File: src/rtl/pipeline_stall_ctrl_pkg.sv
// Shared definitions for the pipeline stall controller: timer state encoding,
// the hard-wired zero register and default mul/div latencies.
package pipeline_defs;

  typedef enum logic {
    ST_IDLE = 1'b0,
    ST_BUSY = 1'b1
  } muldiv_state_e;

  localparam logic [4:0] REG_ZERO = 5'd0;

  localparam int DEF_MULT_CYCLES = 4;
  localparam int DEF_DIV_CYCLES  = 32;
  localparam int DEF_CNT_WIDTH   = 6;

endpackage

File: src/rtl/pipeline_stall_ctrl_muldiv_timer.sv
// Occupancy timer for the multi-cycle mul/div unit: busy for N cycles after a start,
// done pulses in the last busy cycle. Starts arriving while busy are ignored.
module muldiv_timer
  import pipeline_defs::*;
#(
  parameter int MULT_CYCLES = DEF_MULT_CYCLES,
  parameter int DIV_CYCLES  = DEF_DIV_CYCLES,
  parameter int CNT_WIDTH   = DEF_CNT_WIDTH
) (
  input  logic clock,
  input  logic reset,
  input  logic start,
  input  logic is_div,
  output logic busy,
  output logic done
);

  localparam logic [CNT_WIDTH-1:0] MULT_LOAD = CNT_WIDTH'(MULT_CYCLES);
  localparam logic [CNT_WIDTH-1:0] DIV_LOAD  = CNT_WIDTH'(DIV_CYCLES);
  localparam logic [CNT_WIDTH-1:0] CNT_ONE   = CNT_WIDTH'(1);
  localparam logic [CNT_WIDTH-1:0] CNT_ZERO  = '0;

  muldiv_state_e        state_q, state_d;
  logic [CNT_WIDTH-1:0] count_q, count_d;

  always_ff @(posedge clock or posedge reset) begin
    if (reset) begin
      state_q <= ST_IDLE;
      count_q <= CNT_ZERO;
    end else begin
      state_q <= state_d;
      count_q <= count_d;
    end
  end

  always_comb begin
    state_d = state_q;
    count_d = count_q;
    busy    = 1'b0;
    done    = 1'b0;
    case (state_q)
      ST_IDLE: begin
        if (start) begin
          state_d = ST_BUSY;
          count_d = is_div ? DIV_LOAD : MULT_LOAD;
        end
      end
      ST_BUSY: begin
        busy    = 1'b1;
        count_d = count_q - CNT_ONE;
        // Last busy cycle: HI/LO gets written here, unit is free next cycle.
        if (count_q == CNT_ONE) begin
          done    = 1'b1;
          state_d = ST_IDLE;
        end
      end
      default: state_d = ST_IDLE;
    endcase
  end

endmodule

File: src/rtl/pipeline_stall_ctrl.sv
// Hazard/stall controller for the IF/ID and ID/EX registers and PC hold.
// Outputs are combinational from inputs and the mul/div timer; all forced low during reset.
module pipeline_stall_ctrl
  import pipeline_defs::*;
#(
  parameter int MULT_CYCLES = DEF_MULT_CYCLES,
  parameter int DIV_CYCLES  = DEF_DIV_CYCLES,
  parameter int CNT_WIDTH   = DEF_CNT_WIDTH
) (
  input  logic       clock,
  input  logic       reset,
  input  logic [4:0] id_rs,
  input  logic [4:0] id_rt,
  input  logic       id_uses_rs,
  input  logic       id_uses_rt,
  input  logic       id_hilo_access,
  input  logic       id_branch_taken,
  input  logic       ex_mem_read,
  input  logic [4:0] ex_rt,
  input  logic       ex_muldiv_start,
  input  logic       ex_muldiv_is_div,
  output logic       stall_fetch,
  output logic       stall_decode,
  output logic       clear_decode,
  output logic       clear_execute,
  output logic       muldiv_busy,
  output logic       muldiv_done
);

  logic timer_busy;
  logic timer_done;
  logic load_use;
  logic hilo_stall;
  logic stall;

  muldiv_timer #(
    .MULT_CYCLES (MULT_CYCLES),
    .DIV_CYCLES  (DIV_CYCLES),
    .CNT_WIDTH   (CNT_WIDTH)
  ) u_muldiv_timer (
    .clock  (clock),
    .reset  (reset),
    .start  (ex_muldiv_start),
    .is_div (ex_muldiv_is_div),
    .busy   (timer_busy),
    .done   (timer_done)
  );

  always_comb begin
    load_use   = ex_mem_read && (ex_rt != REG_ZERO) &&
                 ((id_uses_rs && (id_rs == ex_rt)) || (id_uses_rt && (id_rt == ex_rt)));
    hilo_stall = timer_busy && id_hilo_access;
    stall      = load_use || hilo_stall;

    // A stalled branch is not flushed; decode holds and it resolves again next cycle.
    stall_fetch   = !reset && stall;
    stall_decode  = !reset && stall;
    clear_execute = !reset && stall;
    clear_decode  = !reset && id_branch_taken && !stall;
    muldiv_busy   = !reset && timer_busy;
    muldiv_done   = !reset && timer_done;
  end

endmodule

File: config.mk
export PLATFORM = sky130hd
export DESIGN_NAME = pipeline_stall_ctrl
export DESIGN_NICKNAME = d
export VERILOG_FILES = /design/src/rtl/pipeline_stall_ctrl_pkg.sv /design/src/rtl/pipeline_stall_ctrl_muldiv_timer.sv /design/src/rtl/pipeline_stall_ctrl.sv
export SDC_FILE = /design/constraint.sdc
export NUM_CORES = 1
export LEC_CHECK = 0
export BUFFER_PORTS_ARGS = -buffer_cell sky130_fd_sc_hd__buf_4
export CAP_MARGIN = 30
export CORE_AREA = 4 4 41 43
export DETAILED_ROUTE_END_ITERATION = 6
export DIE_AREA = 0 0 45 47
export PLACE_DENSITY = 0.76
export SETUP_SLACK_MARGIN = 0.05
export SLEW_MARGIN = 15
export SYNTH_ARGS = -nofsm -noshare
export SYNTH_HDL_FRONTEND = slang
export SYNTH_SLANG_ARGS = --single-unit
export TNS_END_PERCENT = 50
File: constraint.sdc
create_clock -name clock -period 2.85 [get_ports clock]
set_input_delay 0.57 -clock clock [delete_from_list [all_inputs] [get_ports clock]]
set_output_delay 0.57 -clock clock [all_outputs]
set_load 0.005 [all_outputs]
# --- Word level (Yosys, flattened, before mapping) ---
# Index checks and enable logic that the tools add are counted.
op_classes:
  add_sub_neg: 1
  n_eq_ne: 4
  n_mux: 9
  bitwise_logic: 1
  n_reduce_logical: 15
op_table:
  columns: ["cell", "count"]
  rows:
  - ["$mux W6", 2]
  - ["$pmux W6 S2", 1]
  - ["$eq A5 B5 Y1", 2]
  - ["$logic_and A1 B1 Y1", 10]
  - ["$eq A6 B1 Y1 const B", 1]
  - ["$sub A6 B1 Y6 const B", 1]
  - ["$mux W1", 5]
  - ["$reduce_bool A5 Y1", 1]
  - ["$logic_not A1 Y1", 2]
  - ["$logic_or A1 B1 Y1", 2]
  - ["$ne A2 B2 Y1 const B", 1]
  - ["$pmux W1 S2", 1]
  - ["$not A1 Y1", 1]
word_totals:
  ff_bits: 7
  out_inout_bits: 6

# --- Depth between registers and ports, before layout ---
depth:
  ltp_word: 7
  ltp_mapped: 6
  ltp_nobuf: 6

# --- Modules after synthesis ---
# From an unflattened synthesis, not the netlist that was laid out.
unflattened:
  hier_cells: 65
  hier_area_um2: 606.8
by_module_without_submodules:
  columns: ["mod", "instances", "cells_per_inst", "area_each_um2"]
  rows:
  - ["muldiv_timer", 1, 40, 420.4]
  - ["pipeline_stall_ctrl", 1, 25, 186.4]

# --- Worst setup path after synthesis ---
# Ideal clock, no wire load.
synth_timing:
  path_type: "input-to-output"
  from: "input port ex_rt[1]"
  to: "output port stall_decode"
  arrival_time_ns: 1.680
  slack_ns: 0.600
  stages: 4
  cell_sequence: "or4_1 > o21a_1 > a32o_1 > buf_4"
synth_between:
  elab_chain_cells: 6
synth_lines:
  columns: ["element", "line_no", "text"]
  rows:
  - ["start: declaration", "pipeline_stall_ctrl.sv:19", "input logic [4:0] ex_rt,"]
  - ["$eq A5 B5 Y1", "pipeline_stall_ctrl.sv:51", "((id_uses_rs && (id_rs == ex_rt)) || (id_uses_rt && (id_rt == ex_rt)));"]
  - ["$logic_and A1 B1 Y1", "pipeline_stall_ctrl.sv:51", null]
  - ["$logic_or A1 B1 Y1", "pipeline_stall_ctrl.sv:51", null]
  - ["$logic_and A1 B1 Y1 (*)", "pipeline_stall_ctrl.sv:50", "load_use = ex_mem_read && (ex_rt != REG_ZERO) &&"]
  - ["$logic_or A1 B1 Y1 (*)", "pipeline_stall_ctrl.sv:53", "stall = load_use || hilo_stall;"]
  - ["$logic_and A1 B1 Y1 (*)", null, null]
  - ["end: declaration", "pipeline_stall_ctrl.sv:23", "output logic stall_decode,"]
# Every way passes the cells marked *; elsewhere a longest branch is shown, timed or not.

# --- Worst setup path in the final report ---
layout_timing:
  from: "input port ex_rt[1]"
  to: "output port stall_decode"
layout_between:
  elab_chain_cells: 6
layout_lines:
  columns: ["element", "line_no", "text"]
  rows:
  - ["$eq A5 B5 Y1", "pipeline_stall_ctrl.sv:51", null]
  - ["$logic_and A1 B1 Y1", "pipeline_stall_ctrl.sv:51", null]
  - ["$logic_or A1 B1 Y1", "pipeline_stall_ctrl.sv:51", null]
  - ["$logic_and A1 B1 Y1 (*)", "pipeline_stall_ctrl.sv:50", null]
  - ["$logic_or A1 B1 Y1 (*)", "pipeline_stall_ctrl.sv:53", null]
  - ["$logic_and A1 B1 Y1 (*)", "pipeline_stall_ctrl.sv:57", "stall_decode = !reset && stall;"]
# Marks and branches as above.

==> impl_metrics.env <==
export IMPL_synth_seq_area_share_pct=31.18
export IMPL_synth_top_cell_by_area="dfrtp_1"
export IMPL_ant_nets=0
export IMPL_start_util_pct=43.17
export IMPL_criticalPathCategory="input port to output pin"
export IMPL_numCtsBuffers=3
export IMPL_dieHeight_microns=47
export IMPL_async_reset_ff_share_pct=100.0
export IMPL_final_nets=122
export IMPL_whs_ns=0.2814
export IMPL_fin_cells=110
export IMPL_wl_met2_microns=663
export IMPL_ctsHoldBuffers=0
export IMPL_vias=574
export IMPL_min_path_type="input port to async pin"
export IMPL_route_layer_met1_wl_microns=558
export IMPL_path_clk_slew_ns=0.06
export IMPL_avgRoutedWirePerCell_microns=12.66
export IMPL_end_kind="output pin"
export IMPL_clock_latency_ns=0.26
export IMPL_area_growth_syn_to_layout_pct=44.77
export IMPL_globalRoute_totalOverflow=0
export IMPL_coreArea_sq_um=1301
export IMPL_portBuffers=29
export IMPL_rsz0062_at_grt="no"
export IMPL_htree_levels=1
export IMPL_n_fill_cell=103
export IMPL_final_common_cell="buf_4"
export IMPL_max_freq_ghz=0.4172
export IMPL_met3WireLength_microns=130
export IMPL_period_minus_slack_ns=2.397
export IMPL_finalWirelength_microns=1393
export IMPL_die_w_microns=45
export IMPL_postLayoutCellArea_sq_um=813.3
export IMPL_clock_path_buffers=2
export IMPL_cts_resized=0
export IMPL_grt_use_total_pct=15.71
export IMPL_drc_errors=0
export IMPL_total_power_uw=556.6
export IMPL_status="completed"
export IMPL_critPathRequiredTime_ns=2.28
export IMPL_setup_violations=0
export IMPL_synth_cell_type_count=28
export IMPL_grt_max_degree=13
export IMPL_post_route_util_pct=62.50
export IMPL_first_pass_iters=4
export IMPL_drtIter0Drc=7
export IMPL_start_kind="input port"
export IMPL_ys_flop_type="dfrtp_1"
export IMPL_timing_final_crit_share_pct=84.09
export IMPL_tns_ns=0
export IMPL_relSlewSlack_pct=76.72
export IMPL_synth_area_sq_um=561.8
export IMPL_synth_edf_count=0
export IMPL_syn_avg_cell_area_sq_um=8.778
export IMPL_setup_ws_ns=0.4533
export IMPL_final_cell_mix="30 x buf_4, 10 x xnor2_1, 7 x dfrtp_1, 6 x inv_1"
export IMPL_viasPerCell=5.218
export IMPL_place_ws_ns=0.4629
export IMPL_grt_pass1_vias=549
export IMPL_antenna_found_initial=0
export IMPL_postCtsSetupRepairBufs=0
export IMPL_ys_ff_latch=7
export IMPL_ir_drop_v=0.0003337
export IMPL_yosys_area_top_type_share_pct=31.18
export IMPL_p_leak_nw=0.3800
export IMPL_hold_violations=0
export IMPL_cts_sinks=7
export IMPL_cts_tree="yes"
export IMPL_num_rows=13
export IMPL_arrival_ns=1.83
export IMPL_synth_cells=64
export IMPL_max_cap_violations=0
export IMPL_place_inst=106
export IMPL_synth_area_top_cells="dfrtp_1 31%, xnor2_1 16%, ha_1 4.5%"
export IMPL_p_per_area_nw_per_um2=684.4
export IMPL_routabilityCongestion=0.7298
export IMPL_slew_violations=0
export IMPL_top_layer="met4"
export IMPL_postPlaceCellArea_sq_um=787.0
export IMPL_drive_gt1_share_pct=36.84
export IMPL_root_buffer="clkbuf_4"
export IMPL_final_setup_skew_ns=0.01049
export IMPL_dpl_hpwl_microns=1180
export IMPL_die_area_sq_um=2115
export IMPL_worst_pin_slew_ns=0.3489
export IMPL_crit_fanout=3
export IMPL_ys_warn_count=0
export IMPL_io_pins=30
export IMPL_antenna_cells=0
export IMPL_grt_pass1_wl_microns=2283
export IMPL_syn_num_nets=90
## registers in the layout, indices dropped and copies added, names as in the netlist
name and count:
u_muldiv_timer.state_q 1, u_muldiv_timer.count_q 6
## critical path, cell delays in order
cell and delay, ns:
buf_4 0.12, or4_1 0.51, o21a_1 0.19, a32o_1 0.28, buf_4 0.14
## worst paths after layout
kind	slack [ns]	to	cells after the start	startpoint
worst max-delay path	0.45	stall_decode	5	ex_rt[1]
worst min-delay path	0.28	u_muldiv_timer.count_q[5]	2	reset
worst max register to register	1.18	u_muldiv_timer.count_q[5]	4	u_muldiv_timer.count_q[3]
worst min register to register	0.56	u_muldiv_timer.count_q[3]	2	u_muldiv_timer.count_q[3]
max in group asynchronous	2.30	u_muldiv_timer.count_q[1]	2	reset
min in group clock	0.53	u_muldiv_timer.count_q[1]	2	ex_muldiv_start
## cells in the mapped netlist (all sizes together) (2+ instances only)
cell	number
a21oi	2
buf	2
dfrtp	7
ha	2
inv	6
nand2	4
nand2b	4
nand4	2
nor2	4
nor3b	2
o22ai	2
or3	3
xnor2	10
## cell families after synthesis
| kind of cell | count (synthesis) | share of synthesized area (%) |
|---|---|---|
| and+or+nand+nor | 23 | 23.61 |
| muxes | 1 | 2.004 |
| xor gates and xnor gates | 11 | 17.15 |
| buffers and inverters | 9 | 7.348 |
| DFF | 7 | 31.18 |
| AOI/OAI and AO/OA | 11 | 14.25 |
| adders and majority gates | 2 | 4.454 |
## per-layer routing
metal / track usage, % / vias to the layer above
met5: 0 / -
met4: 10.53 / 0
met3: 6.897 / 6
met2: 23.16 / 25
met1: 18.43 / 261
li1: - / 282
## final cells by class
cell class | instances | area (sq um) | area share, %
Multi-Input combinational cell | 48 | 345.3 | 42.46
Timing Repair Buffer | 30 | 225.2 | 27.69
Sequential cell | 7 | 175.2 | 21.54
Clock buffer | 4 | 26.28 | 3.231
Inverter | 6 | 22.52 | 2.769
Tap cell | 15 | 18.77 | 2.308
## power by group
part / switching (mW) / leakage (nW) / internal, mW
combinational: 0.120 / 0.284 / 0.147
sequential: 0.0481 / 0.0806 / 0.149
clock: 0.0386 / 0.0150 / 0.0536
total: 0.207 / 0.380 / 0.350
No activity file was read; power rests on OpenSTA's default activity.
